File: config.mk
export PLATFORM = sky130hd
export DESIGN_NAME = pe_sequencer
export DESIGN_NICKNAME = d
export VERILOG_FILES = /design/src/rtl/pe_pkg.sv /design/src/rtl/pe_seq_perf.sv /design/src/rtl/pe_sequencer.sv
export SDC_FILE = /design/constraint.sdc
export NUM_CORES = 1
export LEC_CHECK = 0
export CORE_MARGIN = 1
export CORE_UTILIZATION = 35
export CTS_CLUSTER_DIAMETER = 40
export DETAILED_ROUTE_END_ITERATION = 10
export PLACE_DENSITY = 0.76
export RECOVER_POWER = 100
export SLEW_MARGIN = 20
export SYNTH_ARGS = -nofsm -noshare
export SYNTH_HDL_FRONTEND = slang
export SYNTH_SLANG_ARGS = --single-unit
File: constraint.sdc
create_clock -name CLK -period 1.7 [get_ports CLK]
set_clock_uncertainty 0.2 [all_clocks]
set_input_delay 0.425 -clock CLK [delete_from_list [all_inputs] [get_ports CLK]]
set_output_delay 0.425 -clock CLK [all_outputs]
set_load 0.01 [all_outputs]
File: src/rtl/pe_pkg.sv
// Shared types and constants for the PE sequencer and its optional performance counters.
package pe_pkg;

    localparam int DATA_W = 32;

    typedef enum logic [2:0] {
        IDLE    = 3'd0,
        LOAD_A  = 3'd1,
        LOAD_B  = 3'd2,
        CLEAR   = 3'd3,
        MAC     = 3'd4,
        CAPTURE = 3'd5,
        RESP    = 3'd6
    } pe_seq_state_t;

endpackage

File: src/rtl/pe_seq_perf.sv
// Job and load-stall counters observed from the sequencer state; both wrap at 2^32.
import pe_pkg::*;

module pe_seq_perf (
    input  logic              CLK,
    input  logic              RSTN,
    input  pe_seq_state_t     state_i,
    input  logic              a_valid_i,
    input  logic              b_valid_i,
    input  logic              result_ready_i,
    output logic [DATA_W-1:0] perf_jobs_o,
    output logic [DATA_W-1:0] perf_stall_o
);

    logic [DATA_W-1:0] jobs_q;
    logic [DATA_W-1:0] jobs_d;
    logic [DATA_W-1:0] stall_q;
    logic [DATA_W-1:0] stall_d;
    logic              job_done_s;
    logic              stall_s;

    // Event decode and counter next-state
    always_comb begin
        job_done_s = (state_i == RESP) && result_ready_i;
        stall_s    = ((state_i == LOAD_A) && !a_valid_i) ||
                     ((state_i == LOAD_B) && !b_valid_i);
        if (job_done_s) begin
            jobs_d = jobs_q + DATA_W'(1);
        end else begin
            jobs_d = jobs_q;
        end
        if (stall_s) begin
            stall_d = stall_q + DATA_W'(1);
        end else begin
            stall_d = stall_q;
        end
    end

    // Counter registers
    always_ff @(posedge CLK) begin
        if (RSTN) begin
            jobs_q  <= '0;
            stall_q <= '0;
        end else begin
            jobs_q  <= jobs_d;
            stall_q <= stall_d;
        end
    end

    assign perf_jobs_o  = jobs_q;
    assign perf_stall_o = stall_q;

endmodule

File: src/rtl/pe_sequencer.sv
// Control FSM sequencing one dot-product job on the PE: load A, load B, clear, N MAC beats, capture, respond.
// Build macro PE_SEQ_PERF_EN adds the PERF_JOBS / PERF_STALL counter outputs.
import pe_pkg::*;

module pe_sequencer #(
    parameter int N   = 16,
    parameter int PCW = $clog2(N)
) (
    input  logic              CLK,
    input  logic              RSTN,
    input  logic              START,
    input  logic              A_VALID,
    output logic              A_READY,
    input  logic              B_VALID,
    output logic              B_READY,
    input  logic [PCW-1:0]    PC_Counter,
    input  logic [DATA_W-1:0] DATAOUT,
    output logic              WRITE_MAT,
    output logic              MAT_MUX,
    output logic              RST_MUL,
    output logic              INC_PC,
    output logic              MAC_CTRL,
    output logic              BUSY,
    output logic [DATA_W-1:0] RESULT,
    output logic              RESULT_VALID,
    input  logic              RESULT_READY
`ifdef PE_SEQ_PERF_EN
    ,
    output logic [DATA_W-1:0] PERF_JOBS,
    output logic [DATA_W-1:0] PERF_STALL
`endif
);

    localparam logic [PCW-1:0] LAST_PC = PCW'(N - 1);

    pe_seq_state_t     state_q;
    pe_seq_state_t     state_d;
    logic [DATA_W-1:0] result_q;
    logic [DATA_W-1:0] result_d;
    logic              a_ready_s;
    logic              b_ready_s;
    logic              write_mat_s;
    logic              mat_mux_s;
    logic              rst_mul_s;
    logic              inc_pc_s;
    logic              mac_ctrl_s;

    // Next-state and PE strobe decode
    always_comb begin
        state_d     = state_q;
        result_d    = result_q;
        a_ready_s   = 1'b0;
        b_ready_s   = 1'b0;
        write_mat_s = 1'b0;
        mat_mux_s   = 1'b0;
        rst_mul_s   = 1'b0;
        inc_pc_s    = 1'b0;
        mac_ctrl_s  = 1'b0;
        case (state_q)
            IDLE: begin
                if (START) begin
                    state_d = LOAD_A;
                end else begin
                    state_d = IDLE;
                end
            end
            LOAD_A: begin
                a_ready_s   = 1'b1;
                mat_mux_s   = 1'b1;
                write_mat_s = A_VALID;
                if (A_VALID) begin
                    state_d = LOAD_B;
                end else begin
                    state_d = LOAD_A;
                end
            end
            LOAD_B: begin
                b_ready_s   = 1'b1;
                mat_mux_s   = 1'b0;
                write_mat_s = B_VALID;
                if (B_VALID) begin
                    state_d = CLEAR;
                end else begin
                    state_d = LOAD_B;
                end
            end
            CLEAR: begin
                rst_mul_s = 1'b1;
                state_d   = MAC;
            end
            MAC: begin
                mac_ctrl_s = 1'b1;
                inc_pc_s   = 1'b1;
                // The beat at PC N-1 is the last; whatever the PE PC does next is ignored.
                if (PC_Counter == LAST_PC) begin
                    state_d = CAPTURE;
                end else begin
                    state_d = MAC;
                end
            end
            CAPTURE: begin
                result_d = DATAOUT;
                state_d  = RESP;
            end
            RESP: begin
                if (RESULT_READY) begin
                    state_d = IDLE;
                end else begin
                    state_d = RESP;
                end
            end
            default: begin
                state_d = IDLE;
            end
        endcase
    end

    // State and result registers; reset discards any job in flight
    always_ff @(posedge CLK) begin
        if (RSTN) begin
            state_q  <= IDLE;
            result_q <= '0;
        end else begin
            state_q  <= state_d;
            result_q <= result_d;
        end
    end

    // Output drive: while reset is held only the PE clear strobe is active
    always_comb begin
        if (RSTN) begin
            A_READY      = 1'b0;
            B_READY      = 1'b0;
            WRITE_MAT    = 1'b0;
            MAT_MUX      = 1'b0;
            RST_MUL      = 1'b1;
            INC_PC       = 1'b0;
            MAC_CTRL     = 1'b0;
            BUSY         = 1'b0;
            RESULT_VALID = 1'b0;
        end else begin
            A_READY      = a_ready_s;
            B_READY      = b_ready_s;
            WRITE_MAT    = write_mat_s;
            MAT_MUX      = mat_mux_s;
            RST_MUL      = rst_mul_s;
            INC_PC       = inc_pc_s;
            MAC_CTRL     = mac_ctrl_s;
            BUSY         = (state_q != IDLE);
            RESULT_VALID = (state_q == RESP);
        end
    end

    assign RESULT = result_q;

`ifdef PE_SEQ_PERF_EN
    pe_seq_perf u_perf (
        .CLK            (CLK),
        .RSTN           (RSTN),
        .state_i        (state_q),
        .a_valid_i      (A_VALID),
        .b_valid_i      (B_VALID),
        .result_ready_i (RESULT_READY),
        .perf_jobs_o    (PERF_JOBS),
        .perf_stall_o   (PERF_STALL)
    );
`endif

endmodule

==> flow_summary_export.csv <==
group,metric,value,unit
routing,vias,1429,
clocking,cts.sinks,35,
synthesis,synth.top_cell.area_share,51.1,%
placed_design,io_buffer_count,82,
critical_path,reg2reg_depth,5,
cells_and_area,final_cell_mix,"68 x nand2_1, 38 x clkdlybuf4s50_1, 34 x a21oi_1, 34 x dlygate4sd2_1, 32 x dfxtp_1",
synthesis,syn_inst,176,
sta,timing.fmax,535,MHz
hold_path,hp-class,"flop to flop",
cells_and_area,fin_cells,317,
sta,worst_slack,-0.169,ns
grt,grt_pass1_vias,1377,
clocking,cts-hold-fix-buffers,0,
synthesis,syn_area_per_cell,7.79,um2
synthesis,ys_seq_elements,35,
hold_path,hold_path_depth,2,
routing,drc,0,
routing,totalWireLength,3630,um
routing,wl_per_cell,11.5,um
status,status,"complete, but fails checks",
clocking,numCtsBuffers,5,
critical_path,crit_path_max_incr_delay,0.34,ns
sta,hold_ws,0.251,ns
critical_path,crit_required,1.07,ns
floorplanning,io_pins,83,
synthesis,synth_seq_area_share,51.1,%
critical_path,end_kind,"output port",
cells_and_area,stdcell_area,2360,um2
grt,overflow,0,
synthesis,yosys.area.top_type,"dfxtp_1",
power_and_ir_drop,peakVddDrop,0.439,mV
floorplanning,dieArea,4170,um2
grt,track_usage,18.3,%
clocking,h-tree-depth,2,
floorplanning,core_area,3720,um2
sta,period_minus_slack,1.87,ns
routing,viasPerCell,4.51,
critical_path,crit_arrival,1.24,ns
cells_and_area,num_antenna_cells,0,
synthesis,ys_warn_count,0,
routing,drtIter0Drc,88,
synthesis,synth_area_leaders,"dfxtp_1 51%, nand2_1 19%, a21oi_1 12%",
job,max-cap-violations,0,
floorplanning,initial_core_util,36.9,%
placed_design,dp_cells,307,
clocking,insertion_delay,0.28,ns
floorplanning,die_h,64.6,um
critical_path,crit_fanout,3,
sta,period_share,110,%
cells_and_area,layout-drive-gt1-share,17.1,%
grt,grt_antenna_before_repair,0,
cells_and_area,nets,310,
sta,drv_slew,0,
sta,slew-limit-headroom,82.8,%
sta,hold_viol_final,0,
clocking,clock-root-buffer,"clkbuf_8",
floorplanning,rows,22,
power_and_ir_drop,p_leak,1.03,nW
sta,tightest_slew,0.258,ns
power_and_ir_drop,power_density,692,nW/um2
synthesis,synth_nets,218,
clocking,cts_tree,"built",
critical_path,slowest_stage,"dfxtp_2",
sta,setup_viol,9,
placed_design,gp_congestion,0.693,
synthesis,ys_types,22,
status,violations,"negative setup slack",
routing,drtAntennaViolNets,0,
routing,drt_first_pass_iters,4,
sta,setup_tns,-1.17,ns
clocking,clk_pin_slew,0.07,ns
grt,grt_pass1_wl,6010,um
floorplanning,die_w,64.6,um
placed_design,placed_area,2290,um2
cells_and_area,synthToLayoutAreaGrowth,71.8,%
critical_path,start_kind,"flop",
synthesis,netlist_area,1370,um2
sta,rsz0062_at_grt,"true",
placed_design,dpl.hpwl,2510,um
cells_and_area,fin_util,63.4,%
grt,grt_start_max_net_pins,20,
clocking,clock_path_buffers,2,
cells_and_area,final_common_cell,"nand2_1",
critical_path,crit_type,"flop to output port",
critical_path,crit_chain,"buf_6 > nand3b_1 > a211oi_2 > buf_2",
[timing repair]
| item | in CTS | in global routing |
|---|---|---|
| pin swaps | 2 | 2 |
| setup buffers | 1 | 1 |
| gates resized for setup | 86 | 5 |
| endpoints found under the setup margin | 42 | 9 |
[where the power goes]
group | total (mW) | switching [mW] | internal, mW
registers | 0.842 | 0.0127 | 0.830
logic | 0.231 | 0.0803 | 0.150
clock network | 0.557 | 0.278 | 0.280
[cells in the mapped netlist]
master and instances:
nor2_1 3, o21ai_0 2, nand2b_1 1, inv_1 1
o31ai_1 1, buf_2 8, nor2b_1 1, a21oi_1 34
buf_4 5, nand4_1 1, nand2_1 68, mux2_2 1
a211oi_1 1, nor3_1 2, nor4b_2 1, clkbuf_1 3
and3b_1 1, and3_1 1, a22oi_1 1, nand3b_1 4
dfxtp_1 35, nor4b_1 1
[per-stage QoR]
stage                     total power, mW  setup slack, ns
after global placement               1.08           -0.812
final                                1.63           -0.169
after global routing                 1.71           -0.249
after floorplan                     0.924           0.0215
after CTS                            1.65           -0.183
after detailed placement             1.08           -0.876
[routing by layer]
| metal | GRT usage, % | part of all wire, % | routed length [um] | vias to the layer above |
|---|---|---|---|---|
| li1 | - | - | - | 755 |
| met1 | 21.2 | 45 | 1650 | 620 |
| met2 | 32.0 | 47 | 1720 | 52 |
| met3 | 6.16 | 7.1 | 256 | 2 |
| met4 | 5.00 | 0.22 | 8 | 0 |
| met5 | 0 | 0 | 0 | - |
[registers in the layout, indices dropped and copies added, names as in the netlist]
signal,cells
RESULT,32
state_q,3
[kinds of logic after synthesis]
family          share of synthesized area [%]
simple gates                             26.6
mux                                     0.821
flops                                    51.1
compound gates                           14.8
buf+inv                                  6.75
[critical path, delay by kind of cell (launching register included)]
family / cells / cell delay, ns
AOI/OAI and AO/OA: 1 / 0.19
DFF: 1 / 0.34
and+or+nand+nor: 1 / 0.17
buffers and inverters: 2 / 0.27
[layout make-up]
cell class,instances,area [um2]
timing repair buffer,101,888
inverter,1,3.75
clock buffer,5,68.8
clock inverter,3,15.0
tap,48,60.1
sequential,35,707
multi-input combinational,124,613
fill,360,1360
[worst paths after layout]
| kind | slack [ns] | start | endpoint |
|---|---|---|---|
| max | -0.17 | state_q[0] | WRITE_MAT |
| max reg2reg | 0.19 | state_q[1] | RESULT[19] |
| min | 0.25 | RESULT[11] | RESULT[11] |
| min reg2reg | 0.25 | RESULT[11] | RESULT[11] |
Note: power is estimated with default switching activity, not from simulation.
